===== src/rtl/mem_pkg.sv =====
// mem_pkg: access-size encodings, adapter state encoding, captured-request
// layout and the misalignment check shared by the memory bus adapter.
// Latency: n/a (types and functions only). Backpressure: n/a.
package mem_pkg;

  localparam logic [1:0] SZ_B = 2'd0;
  localparam logic [1:0] SZ_H = 2'd1;
  localparam logic [1:0] SZ_W = 2'd2;

  typedef enum logic [1:0] {
    IDLE    = 2'd0,
    LD_WAIT = 2'd1,
    RMW_WR  = 2'd2
  } state_t;

  // Request fields held past the accept cycle. Direction is implied by the
  // state (LD_WAIT vs RMW_WR), and only the low half of store data is ever
  // merged, so neither is kept.
  typedef struct packed {
    logic [1:0]  off;
    logic [1:0]  size;
    logic        uns;
    logic [15:0] wdata;
  } req_cap_t;

  // Size code 3 behaves exactly like a word access.
  function automatic logic is_word(input logic [1:0] size);
    return size[1];
  endfunction

  function automatic logic misaligned(input logic [1:0] off, input logic [1:0] size);
    return ((size == SZ_H) && off[0]) || (is_word(size) && (off != 2'b00));
  endfunction

endpackage


===== src/rtl/mem_load_extend.sv =====
// mem_load_extend: picks the addressed byte/half lane of a RAM word and sign-
// or zero-extends it; words pass through. Latency: combinational.
// Backpressure: none.
// Ports: word (RAM data), offset (byte offset), size, unsigned_ld -> result.
module mem_load_extend
  import mem_pkg::*;
(
  input  logic [31:0] word,
  input  logic [1:0]  offset,
  input  logic [1:0]  size,
  input  logic        unsigned_ld,
  output logic [31:0] result
);

  logic [7:0]  lane_b;
  logic [15:0] lane_h;

  always_comb begin
    lane_b = word[7:0];
    case (offset)
      2'd1:    lane_b = word[15:8];
      2'd2:    lane_b = word[23:16];
      2'd3:    lane_b = word[31:24];
      default: lane_b = word[7:0];
    endcase
    lane_h = offset[1] ? word[31:16] : word[15:0];

    result = word;
    if (!is_word(size)) begin
      if (size == SZ_H) result = {{16{lane_h[15] & ~unsigned_ld}}, lane_h};
      else              result = {{24{lane_b[7]  & ~unsigned_ld}}, lane_b};
    end
  end

endmodule


===== src/rtl/mem_bus_adapter.sv =====
// mem_bus_adapter: load/store unit to word-wide block RAM; sub-word stores as RMW.
// Latency: word store / misaligned ack at T1, loads and sub-word stores ack at T2.
// Backpressure: ready=1 only in IDLE; a req while ready=0 is dropped, not queued.
// Ports: req/we/addr/size/unsigned_ld/wdata in, ready/ack/err/rdata out;
//        ram_wr/ram_addr/ram_din to the RAM, ram_dout from it (registered read).
module mem_bus_adapter
  import mem_pkg::*;
#(
  parameter int ADDR = 10
) (
  input  logic            clk,
  input  logic            rst_n,
  input  logic            req,
  input  logic            we,
  input  logic [31:0]     addr,
  input  logic [1:0]      size,
  input  logic            unsigned_ld,
  input  logic [31:0]     wdata,
  output logic            ready,
  output logic            ack,
  output logic            err,
  output logic [31:0]     rdata,
  output logic            ram_wr,
  output logic [ADDR-1:0] ram_addr,
  output logic [31:0]     ram_din,
  input  logic [31:0]     ram_dout
);

  state_t          state_q, state_d;
  req_cap_t        cap_q;
  logic [ADDR-1:0] waddr_q;
  logic            accept;
  logic            mis;
  logic            capture;
  logic            ack_d, err_d;
  logic            rdata_ld, rdata_clr;
  logic [31:0]     ld_ext;
  logic [31:0]     merged;
  logic            unused_addr_hi;

  // Address bits above the RAM range wrap and are deliberately ignored.
  assign unused_addr_hi = ^addr[31:ADDR+2];

  // ready is held low during reset so nothing can be accepted.
  assign ready  = rst_n && (state_q == IDLE);
  assign accept = req && ready;
  assign mis    = misaligned(addr[1:0], size);

  mem_load_extend u_ext (
    .word        (ram_dout),
    .offset      (cap_q.off),
    .size        (cap_q.size),
    .unsigned_ld (cap_q.uns),
    .result      (ld_ext)
  );

  // Store merge: RAM read data with the addressed lane(s) overwritten.
  always_comb begin
    merged = ram_dout;
    if (cap_q.size == SZ_H) begin
      if (cap_q.off[1]) merged[31:16] = cap_q.wdata;
      else              merged[15:0]  = cap_q.wdata;
    end else begin
      case (cap_q.off)
        2'd1:    merged[15:8]  = cap_q.wdata[7:0];
        2'd2:    merged[23:16] = cap_q.wdata[7:0];
        2'd3:    merged[31:24] = cap_q.wdata[7:0];
        default: merged[7:0]   = cap_q.wdata[7:0];
      endcase
    end
  end

  always_ff @(posedge clk or negedge rst_n) begin
    if (!rst_n) state_q <= IDLE;
    else        state_q <= state_d;
  end

  always_comb begin
    state_d   = state_q;
    ack_d     = 1'b0;
    err_d     = 1'b0;
    ram_wr    = 1'b0;
    ram_addr  = waddr_q;
    ram_din   = merged;
    capture   = 1'b0;
    rdata_ld  = 1'b0;
    rdata_clr = 1'b0;
    case (state_q)
      IDLE: begin
        // Address and word-store data go straight through so the RAM
        // sees them in the accept cycle.
        ram_addr = addr[ADDR+1:2];
        ram_din  = wdata;
        if (accept) begin
          capture = 1'b1;
          if (mis) begin
            ack_d     = 1'b1;
            err_d     = 1'b1;
            rdata_clr = 1'b1;
          end else if (!we) begin
            state_d = LD_WAIT;
          end else if (is_word(size)) begin
            ram_wr = 1'b1;
            ack_d  = 1'b1;
          end else begin
            // The read issued now returns the word to merge into next cycle.
            state_d = RMW_WR;
          end
        end
      end
      LD_WAIT: begin
        rdata_ld = 1'b1;
        ack_d    = 1'b1;
        state_d  = IDLE;
      end
      RMW_WR: begin
        ram_wr  = 1'b1;
        ack_d   = 1'b1;
        state_d = IDLE;
      end
      default: state_d = IDLE;
    endcase
    // Reset abandons an RMW mid-flight without committing the write.
    ram_wr = ram_wr & rst_n;
  end

  always_ff @(posedge clk or negedge rst_n) begin
    if (!rst_n) begin
      cap_q   <= '0;
      waddr_q <= '0;
      ack     <= 1'b0;
      err     <= 1'b0;
      rdata   <= '0;
    end else begin
      ack <= ack_d;
      err <= err_d;
      if (capture) begin
        cap_q.off   <= addr[1:0];
        cap_q.size  <= size;
        cap_q.uns   <= unsigned_ld;
        cap_q.wdata <= wdata[15:0];
        waddr_q     <= addr[ADDR+1:2];
      end
      if (rdata_ld)       rdata <= ld_ext;
      else if (rdata_clr) rdata <= '0;
    end
  end

endmodule

===== config.mk =====
export PLATFORM = sky130hd
export DESIGN_NAME = mem_bus_adapter
export DESIGN_NICKNAME = d
export VERILOG_FILES = /design/src/rtl/mem_pkg.sv /design/src/rtl/mem_load_extend.sv /design/src/rtl/mem_bus_adapter.sv
export SDC_FILE = /design/constraint.sdc
export NUM_CORES = 1
export LEC_CHECK = 0
export CAP_MARGIN = 15
export CORE_ASPECT_RATIO = 0.6
export CORE_MARGIN = 2
export CORE_UTILIZATION = 41
export CTS_CLUSTER_SIZE = 25
export DETAILED_ROUTE_END_ITERATION = 10
export PLACE_DENSITY_LB_ADDON = 0.08
export SLEW_MARGIN = 30
export SYNTH_ARGS = -nofsm -noshare
export SYNTH_HDL_FRONTEND = slang
export SYNTH_HIERARCHICAL = 1
export SYNTH_SLANG_ARGS = --single-unit

===== constraint.sdc =====
create_clock -name clk -period 1.8 [get_ports clk]
set_input_delay 0.36 -clock clk [delete_from_list [all_inputs] [get_ports clk]]
set_output_delay 0.36 -clock clk [all_outputs]
set_load 0.02 [all_outputs]

==> results of run 1 <==
[registers in the layout, indices dropped and copies added (netlist names)]
| name | flops |
|---|---|
| waddr_q | 10 |
| state_q | 2 |
| rdata | 32 |
| err | 1 |
| ack | 1 |
| cap_q | 21 |
[power groups by stage]
stage	Sequential, mW	Combinational, mW	Clock (mW)
after detailed placement	2.65	10.4	0
after global placement	2.63	10.3	0
after CTS	2.66	13.0	1.92
after global routing	2.78	15.1	1.97
final	2.71	14.4	1.90
after floorplan	2.86	6.00	0
[how the worst max path moves through the flow]
stage	from	end	slack, ns	depth (start not counted)
3_3_place_gp	ram_dout[25]	ram_din[25]	-0.72	5
3_5_place_dp	ram_dout[25]	ram_din[25]	-0.75	5
5_1_grt	state_q[1]	ram_wr	-0.46	7
4_1_cts	cap_q[18]	ram_din[11]	-0.41	6
6_report	cap_q[18]	ram_din[29]	-0.42	6
2_1_floorplan	state_q[0]	ram_din[10]	-0.05	6
[layout by cell type, fill, tap and decap left out, drive strengths merged, types with 5 or more instances in the layout]
master         instances
buf                  208
mux2                  13
a22o                   7
nand2                128
a2111oi               16
o22ai                 11
nand2b                28
dfrtp                 67
mux2i                 56
clkdlybuf4s50        112
a221oi                19
clkbuf                15
inv                   28
nor3                   5
o21ai                 39
nor2b                 20
a221o                  7
o31a                  16
nor2                  43
a21oi                 18
[timing repair]
item | CTS | global route
resized for setup | 395 | 74
pin swaps | 43 | 48
cloned | 9 | 3
buffers inserted | 30 | 12
endpoints found under the setup margin | 109 | 89
[routing by layer]
metal | wire, um | vias up
li1 | - | 2732
met3 | 2530 | 53
met4 | 464 | 0
met2 | 10300 | 369
met1 | 10200 | 3016
met5 | 0 | -
[per-stage QoR]
stage / std cells / hold WS, ns
floorplan: 609 / 0.0644
global placement: 1003 / 0.454
detailed placement: 1003 / 0.459
global route: 1064 / 0.292
CTS: 1057 / 0.265
finish: 1064 / 0.269
[layout make-up]
class / instances / area, um^2 / share of cell area (%)
clock inverters: 4 / 47.5 / 0.487
clock buffers: 12 / 267 / 2.73
flip-flops and latches: 67 / 1680 / 17.2
inverters: 28 / 105 / 1.08
well taps: 165 / 206 / 2.11
multi-input cells: 459 / 3990 / 40.8
repair buffers: 329 / 3470 / 35.6
[critical path: stages (launching register included)]
cell       delay, ns
dfrtp_2         0.44
nand2b_4        0.20
buf_16          0.16
buf_12          0.13
a2111oi_4       0.38
a221oi_4        0.06
buf_6           0.15
[logic make-up (layout without fill, tap and decap cells)]
family,after synthesis,after routing,share of synthesized area [%]
adder cells (fa/ha/maj),4,4,0.992
flip-flops,67,67,33.2
AO/OA/AOI/OAI,146,146,20.8
buffers and inverters,83,373,7.76
AND/OR/NAND/NOR,238,238,22.1
multiplexers,71,71,15.1
==> flow_summary.json, run 1 <==
{
  "antennaDiodeCount": 0,
  "ir_drop_uv": 1000,
  "internal-power_mw": 10.6,
  "yosys_warnings": 6,
  "end_kind": "output port",
  "power.leakage_nw": 4.30,
  "post-route-drc-count": 0,
  "cts-buffers-inserted": 9,
  "worst_slew_pin_slew_ns": 0.513,
  "ys_ff_latch": 67,
  "reg2reg_to": "rdata[13]",
  "fp.coreArea_um2": 12000,
  "path_max_fanout": 5,
  "finClkSkew_ns": 0.00798,
  "drive_gt1_share_pct": 39.3,
  "syn_to_final_growth_pct": 93.4,
  "holdCritPathClass": "in -> async",
  "yosysSeqAreaShare_pct": 33.2,
  "htree_levels": 3,
  "synth_cell_types": 50,
  "final_core_util_pct": 81.2,
  "violations": "negative setup slack",
  "hpwlAfterDp_mm": 14.9,
  "async_flop_share_pct": 100,
  "portBuffers": 160,
  "swShare_pct": 44.2,
  "powerDensity_nw_per_um2": 1950,
  "globalRouteMet3Util_pct": 8.22,
  "arrival_ns": 1.86,
  "clk_latency_ns": 0.34,
  "synth_edf_count": 0,
  "fillCellCount": 703,
  "reg2reg_slack_ns": -0.35,
  "yosysTopAreaCellShare_pct": 33.2,
  "rows": 31,
  "cts_tree": "done",
  "setup_viol": 76,
  "hold_violations": 0,
  "drv_slew": 0,
  "p_switching_mw": 8.42,
  "grt-ovfl-total": 0,
  "yosysTopAreaCell": "dfrtp_1",
  "pin_count": 181,
  "drv_cap": 0,
  "power_mw": 19.1,
  "fin_nets": 1001,
  "syn_nets": 716,
  "clockBufferDepth": 2,
  "p_clk_share_pct": 10.0,
  "antenna_found_initial": 0,
  "start_kind": "register",
  "fin_crit_sh_pct": 123,
  "synth_area_leaders": "dfrtp_1 (33%), mux2i_1 (11%), nand2_1 (9.4%)",
  "fin_ws_ns": -0.421,
  "max_freq_mhz": 450,
  "postLayoutCellArea_um2": 9760,
  "use_met1_pct": 51.1,
  "die_area_um2": 13200,
  "fp.dieW_um": 147,
  "synth.avg_cell_area_um2": 8.29,
  "route.detailed.wl_per_inst_um": 22.0,
  "rr_worst_depth": 7,
  "synth_ff_type": "dfrtp_1",
  "grt_pass1_wl_mm": 35.2,
  "track_usage_pct": 34.3,
  "start_util_pct": 42.0,
  "syn_area_um2": 5050,
  "vias": 6170,
  "grt_pass1_vias": 6061,
  "clock-root-buffer": "clkbuf_16",
  "tns_ns": -21.80,
  "r2r_start": "cap_q[20]",
  "yosysMostFrequentCell": "nand2_1",
  "syn-instance-count": 609,
  "drtIter0Drc": 735,
  "gp_congestion": 0.914,
  "synth_common_cells": "nand2_1 (127), dfrtp_1 (67), mux2i_1 (55)",
  "wl_mm": 23.5,
  "rsz0062_at_grt": "true",
  "clk_pin_slew_ns": 0.06,
  "status": "finished, violations left",
  "relSlewSlack_pct": 65.8,
  "ant_nets": 0,
  "critPathKind": "reg -> out",
  "fin_crit_ns": 2.22,
  "dr.pass1.iters": 6,
  "pwr-share-seq_pct": 14.2,
  "die_h_um": 89.9,
  "grt_start_max_net_pins": 36,
  "use_met2_pct": 49.2,
  "busiest_layer": "met1",
  "dpl_cell_area_um2": 7970,
  "numClockSinks": 67,
  "p_comb_share_pct": 75.8,
  "dp_slack_ns": -0.754,
  "crit_required_ns": 1.44,
  "vias_per_cell": 5.80,
  "postCtsHoldBufs": 0
}
Power figures use the tool's default switching activity.
==> run 2, diff against run 1 <==
- SETUP_SLACK_MARGIN: unset -> 0.4
==> flow_summary.json, run 2 (same netlist as run 1, synthesis figures left out) <==
{
  "status": "finished, violations left",
  "violations": "negative setup slack",
  "fp.coreArea_um2": 12000,
  "cts-buffers-inserted": 9,
  "worst_slew_pin_slew_ns": 0.528,
  "grt_start_max_net_pins": 38,
  "clock-root-buffer": "clkbuf_16",
  "fin_crit_sh_pct": 122,
  "final_cell_mix": "nand2_1 (119), buf_4 (89), clkdlybuf4s50_1 (81)",
  "vias_per_cell": 5.83,
  "max_freq_mhz": 456,
  "drive_gt1_share_pct": 39.8,
  "p_switching_mw": 8.30,
  "track_usage_pct": 33.5,
  "rows": 31,
  "clk_pin_slew_ns": 0.07,
  "powerDensity_nw_per_um2": 1920,
  "fin_nets": 978,
  "drtIter0Drc": 717,
  "setup_viol": 75,
  "die_h_um": 89.9,
  "drv_cap": 0,
  "clk_latency_ns": 0.34,
  "gp_congestion": 0.949,
  "hpwlAfterDp_mm": 14.6,
  "fin_crit_ns": 2.19,
  "htree_levels": 3,
  "arrival_ns": 1.83,
  "antennaDiodeCount": 0,
  "antenna_found_initial": 0,
  "wl_mm": 23.0,
  "fp.dieW_um": 147,
  "final_common_cell": "nand2_1",
  "finClkSkew_ns": 0.0123,
  "portBuffers": 160,
  "post-route-drc-count": 0,
  "reg2reg_slack_ns": -0.31,
  "start_util_pct": 42.0,
  "path_max_fanout": 6,
  "ant_nets": 0,
  "end_kind": "output port",
  "pwr-share-seq_pct": 15.3,
  "die_area_um2": 13200,
  "reg_top3": "rdata: 32 flops, cap_q: 21 flops, waddr_q: 10 flops",
  "start_kind": "register",
  "pin_count": 181,
  "cts_tree": "done",
  "vias": 6065,
  "route.detailed.wl_per_inst_um": 22.1,
  "internal-power_mw": 9.92,
  "swShare_pct": 45.5,
  "grt-ovfl-total": 0,
  "p_clk_share_pct": 9.8,
  "dr.pass1.iters": 5,
  "grt_pass1_wl_mm": 34.2,
  "relSlewSlack_pct": 64.8,
  "crit_required_ns": 1.44,
  "power.leakage_nw": 4.17,
  "fin_ws_ns": -0.391,
  "hold_violations": 0,
  "dpl_cell_area_um2": 7970,
  "fillCellCount": 714,
  "p_comb_share_pct": 74.9,
  "clockBufferDepth": 2,
  "postLayoutCellArea_um2": 9470,
  "critPathKind": "reg -> out",
  "ir_drop_uv": 1200,
  "largest_reg_flops": 32,
  "tns_ns": -20.53,
  "largest_register": "rdata",
  "holdCritPathClass": "in -> async",
  "drv_slew": 0,
  "numClockSinks": 67,
  "grt_pass1_vias": 5998,
  "rsz0062_at_grt": "true",
  "syn_to_final_growth_pct": 87.6,
  "dp_slack_ns": -0.661
}
## run 2: cell count changes in the layout (fill, tap and decap cells not counted), moves of 12 or more
cell | previous run | this run
clkdlybuf4s15_1 | 0 | 20
buf_4 | 113 | 89
clkbuf_2 | 0 | 12
buf_2 | 0 | 12
buf_6 | 67 | 49
clkdlybuf4s50_1 | 112 | 81
## run 2: what timing repair did
action	CTS	global route
endpoints found under the hold margin	1	0
setup endpoints to repair	145	137
hold buffers	1	0
gates resized for setup	427	70
pin swaps	46	27
buffers inserted	21	8
gates cloned	9	2
## run 2: layout make-up
class | instances | area, um^2 | share of cell area, %
clock buffer | 13 | 240 | 2.54
sequential | 67 | 1680 | 17.7
inverter | 28 | 105 | 1.11
clock inverter | 3 | 40.0 | 0.423
tap | 165 | 206 | 2.18
timing repair buffer | 306 | 3230 | 34.1
multi-input combinational | 459 | 3970 | 41.9
## run 2: final timing paths
| path | to | cells past startpoint | start |
|---|---|---|---|
| max | ram_din[29] | 5 | cap_q[18] |
| min | waddr_q[3] | 3 | rst_n |
| max reg2reg | rdata[12] | 7 | cap_q[20] |
| min reg2reg | waddr_q[7] | 2 | waddr_q[7] |
| max in group asynchronous | rdata[26] | 3 | rst_n |
| min in group clk | waddr_q[7] | 2 | waddr_q[7] |
## run 2: power groups by stage
stage | Combinational (mW) | Clock [mW] | Sequential (mW)
2_1_floorplan | 6.34 | 0 | 2.87
3_3_place_gp | 10.5 | 0 | 2.67
3_5_place_dp | 10.6 | 0 | 2.70
4_1_cts | 12.7 | 1.76 | 2.74
5_1_grt | 14.3 | 1.86 | 2.86
6_report | 13.6 | 1.78 | 2.80
## run 2: per-layer routing
metal / share of wire, % / up-vias / global-route usage [%]
met1: 44 / 2932 / 47.4
met2: 44 / 378 / 50.1
met5: 0 / - / 0
met3: 10 / 65 / 8.83
met4: 2.6 / 0 / 10.5
li1: - / 2690 / -
## run 2: metrics by stage
step           power, mW  utilization, %  cells  hold slack, ns
6_report            18.2            78.8   1041           0.266
4_1_cts             17.2            77.0   1031           0.264
2_1_floorplan       9.21               -    609          0.0644
3_3_place_gp        13.1            66.3    984           0.311
3_5_place_dp        13.3            66.3    984           0.313
5_1_grt             19.0            78.8   1041           0.307
## run 2: critical path: stages, from the launching register on
cell	delay (ns)
dfrtp_2	0.46
nand2b_4	0.23
clkbuf_16	0.21
a2111oi_4	0.37
a221oi_4	0.07
buf_6	0.15
==> run 3, diff against run 2 <==
- CORE_MARGIN: 2 -> 10
- CORE_UTILIZATION: 41 -> 35
==> flow_summary.json, run 3 (same netlist as run 1, synthesis figures left out) <==
{
  "hpwlAfterDp_mm": 16.6,
  "clockBufferDepth": 2,
  "antennaDiodeCount": 0,
  "powerDensity_nw_per_um2": 1930,
  "crit_required_ns": 1.44,
  "postLayoutCellArea_um2": 10300,
  "clock-root-buffer": "clkbuf_16",
  "die_h_um": 113,
  "reg2reg_slack_ns": -0.38,
  "gp_congestion": 0.915,
  "relSlewSlack_pct": 51.5,
  "reg_top3": "rdata: 32 flops, cap_q: 21 flops, waddr_q: 10 flops",
  "rr_worst_depth": 7,
  "fin_crit_sh_pct": 123,
  "critPathLaunch": "cap_q[18]",
  "htree_levels": 3,
  "start_kind": "register",
  "postCtsHoldBufs": 0,
  "hold_violations": 0,
  "power_mw": 19.8,
  "wl_mm": 25.9,
  "rsz0062_at_grt": "true",
  "critPathKind": "reg -> out",
  "power.leakage_nw": 4.44,
  "grt_pass1_wl_mm": 37.9,
  "drv_slew": 0,
  "clk_pin_slew_ns": 0.06,
  "fin_crit_ns": 2.21,
  "setup_viol": 86,
  "end_kind": "output port",
  "largest_reg_flops": 32,
  "drive_gt1_share_pct": 48.4,
  "numClockSinks": 67,
  "die_area_um2": 19800,
  "final_cell_mix": "buf_4 (88), nand2_1 (85), clkdlybuf4s50_1 (81)",
  "holdCritPathClass": "in -> async",
  "drtIter0Drc": 614,
  "syn_to_final_growth_pct": 103,
  "worst_slew_pin_slew_ns": 0.728,
  "dr.pass1.iters": 5,
  "track_usage_pct": 24.4,
  "violations": "negative setup slack",
  "max_freq_mhz": 453,
  "grt_pass1_vias": 6296,
  "fp.dieW_um": 175,
  "finClkSkew_ns": 0.00605,
  "ant_nets": 0,
  "drv_cap": 0,
  "vias": 6214,
  "ir_drop_uv": 1310,
  "clk_latency_ns": 0.33,
  "start_util_pct": 36.4,
  "endpoint": "ram_din[12]",
  "post-route-drc-count": 0,
  "fin_nets": 997,
  "rows": 33,
  "portBuffers": 160,
  "path_max_fanout": 10,
  "status": "finished, violations left",
  "final_common_cell": "buf_4",
  "cts_tree": "done",
  "r2r_start": "cap_q[20]",
  "arrival_ns": 1.85,
  "cts-buffers-inserted": 9,
  "route.detailed.wl_per_inst_um": 23.8,
  "fin_ws_ns": -0.407,
  "reg2reg_to": "rdata[12]",
  "grt_start_max_net_pins": 53,
  "fp.coreArea_um2": 13900,
  "largest_register": "rdata",
  "grt-ovfl-total": 0,
  "antenna_found_initial": 0,
  "vias_per_cell": 5.72,
  "dpl_cell_area_um2": 7870,
  "pin_count": 181
}
==> run 3: cell types whose count changed in the layout (fill, tap and decap cells not counted), moves of 9 or more <==
cell and change:
nand2_1 -34, nand2_2 +16, buf_6 +9, nor2_1 -9
nand2_4 +18, buf_16 +11, clkdlybuf4s15_1 -10
==> run 3: worst max-delay path: stages, from the launching register on <==
cell and delay, ns:
dfrtp_1 0.42, buf_6 0.14, nor2b_4 0.15, buf_4 0.16, nor2_4 0.05, buf_12 0.15, a221oi_4 0.27, buf_6 0.16
==> run 3: timing repair <==
item | CTS | global route
buffers inserted | 36 | 11
cloned | 20 | 1
pin swaps | 78 | 47
endpoints found under the setup margin | 145 | 126
gates resized for setup | 500 | 115
==> run 3: metrics by stage <==
step	hold slack, ns	setup WS (ns)	utilization, %	std cells	setup TNS (ns)
after global routing	0.0296	-0.439	73.9	1087	-28.01
final	0.0253	-0.407	73.9	1087	-22.02
after floorplan	0.0644	0.0284	-	609	0
after global placement	0.354	-0.663	56.7	1003	-34.12
after detailed placement	0.359	-0.683	56.7	1003	-35.12
after CTS	0.00887	-0.353	70.7	1075	-19.58
==> run 3: cell type report <==
| type | count | area, um^2 |
|---|---|---|
| clock buffer | 12 | 267 |
| clock inverter | 4 | 47.5 |
| fill | 904 | 3620 |
| inverter | 28 | 105 |
| multi-input combinational | 459 | 4250 |
| sequential | 67 | 1680 |
| tap | 192 | 240 |
| timing repair buffer | 325 | 3670 |
==> run 3: how the worst min path moves through the flow <==
stage	end	slack (ns)	cells after the start
2_1_floorplan	ack	0.06	0
3_3_place_gp	waddr_q[1]	0.35	2
3_5_place_dp	waddr_q[1]	0.36	2
4_1_cts	waddr_q[1]	0.009	2
5_1_grt	state_q[1]	0.03	2
6_report	waddr_q[1]	0.03	2
==> run 3: where the power goes <==
part	total [mW]	switching (mW)	leakage, nW	internal, mW
logic	15.0	7.42	3.44	7.54
clock network	1.89	0.707	0.155	1.18
registers	2.93	0.796	0.851	2.14
total	19.8	8.92	4.44	10.9
==> run 3: metal layers <==
layer / share of wire, % / GRT usage (%) / vias up / wire length, um
li1: - / - / 2742 / -
met2: 43 / 35.1 / 338 / 11100
met1: 45 / 33.5 / 3077 / 11600
met5: 0 / 0 / - / 0
met4: 1.8 / 5.85 / 0 / 476
met3: 10 / 9.40 / 57 / 2660
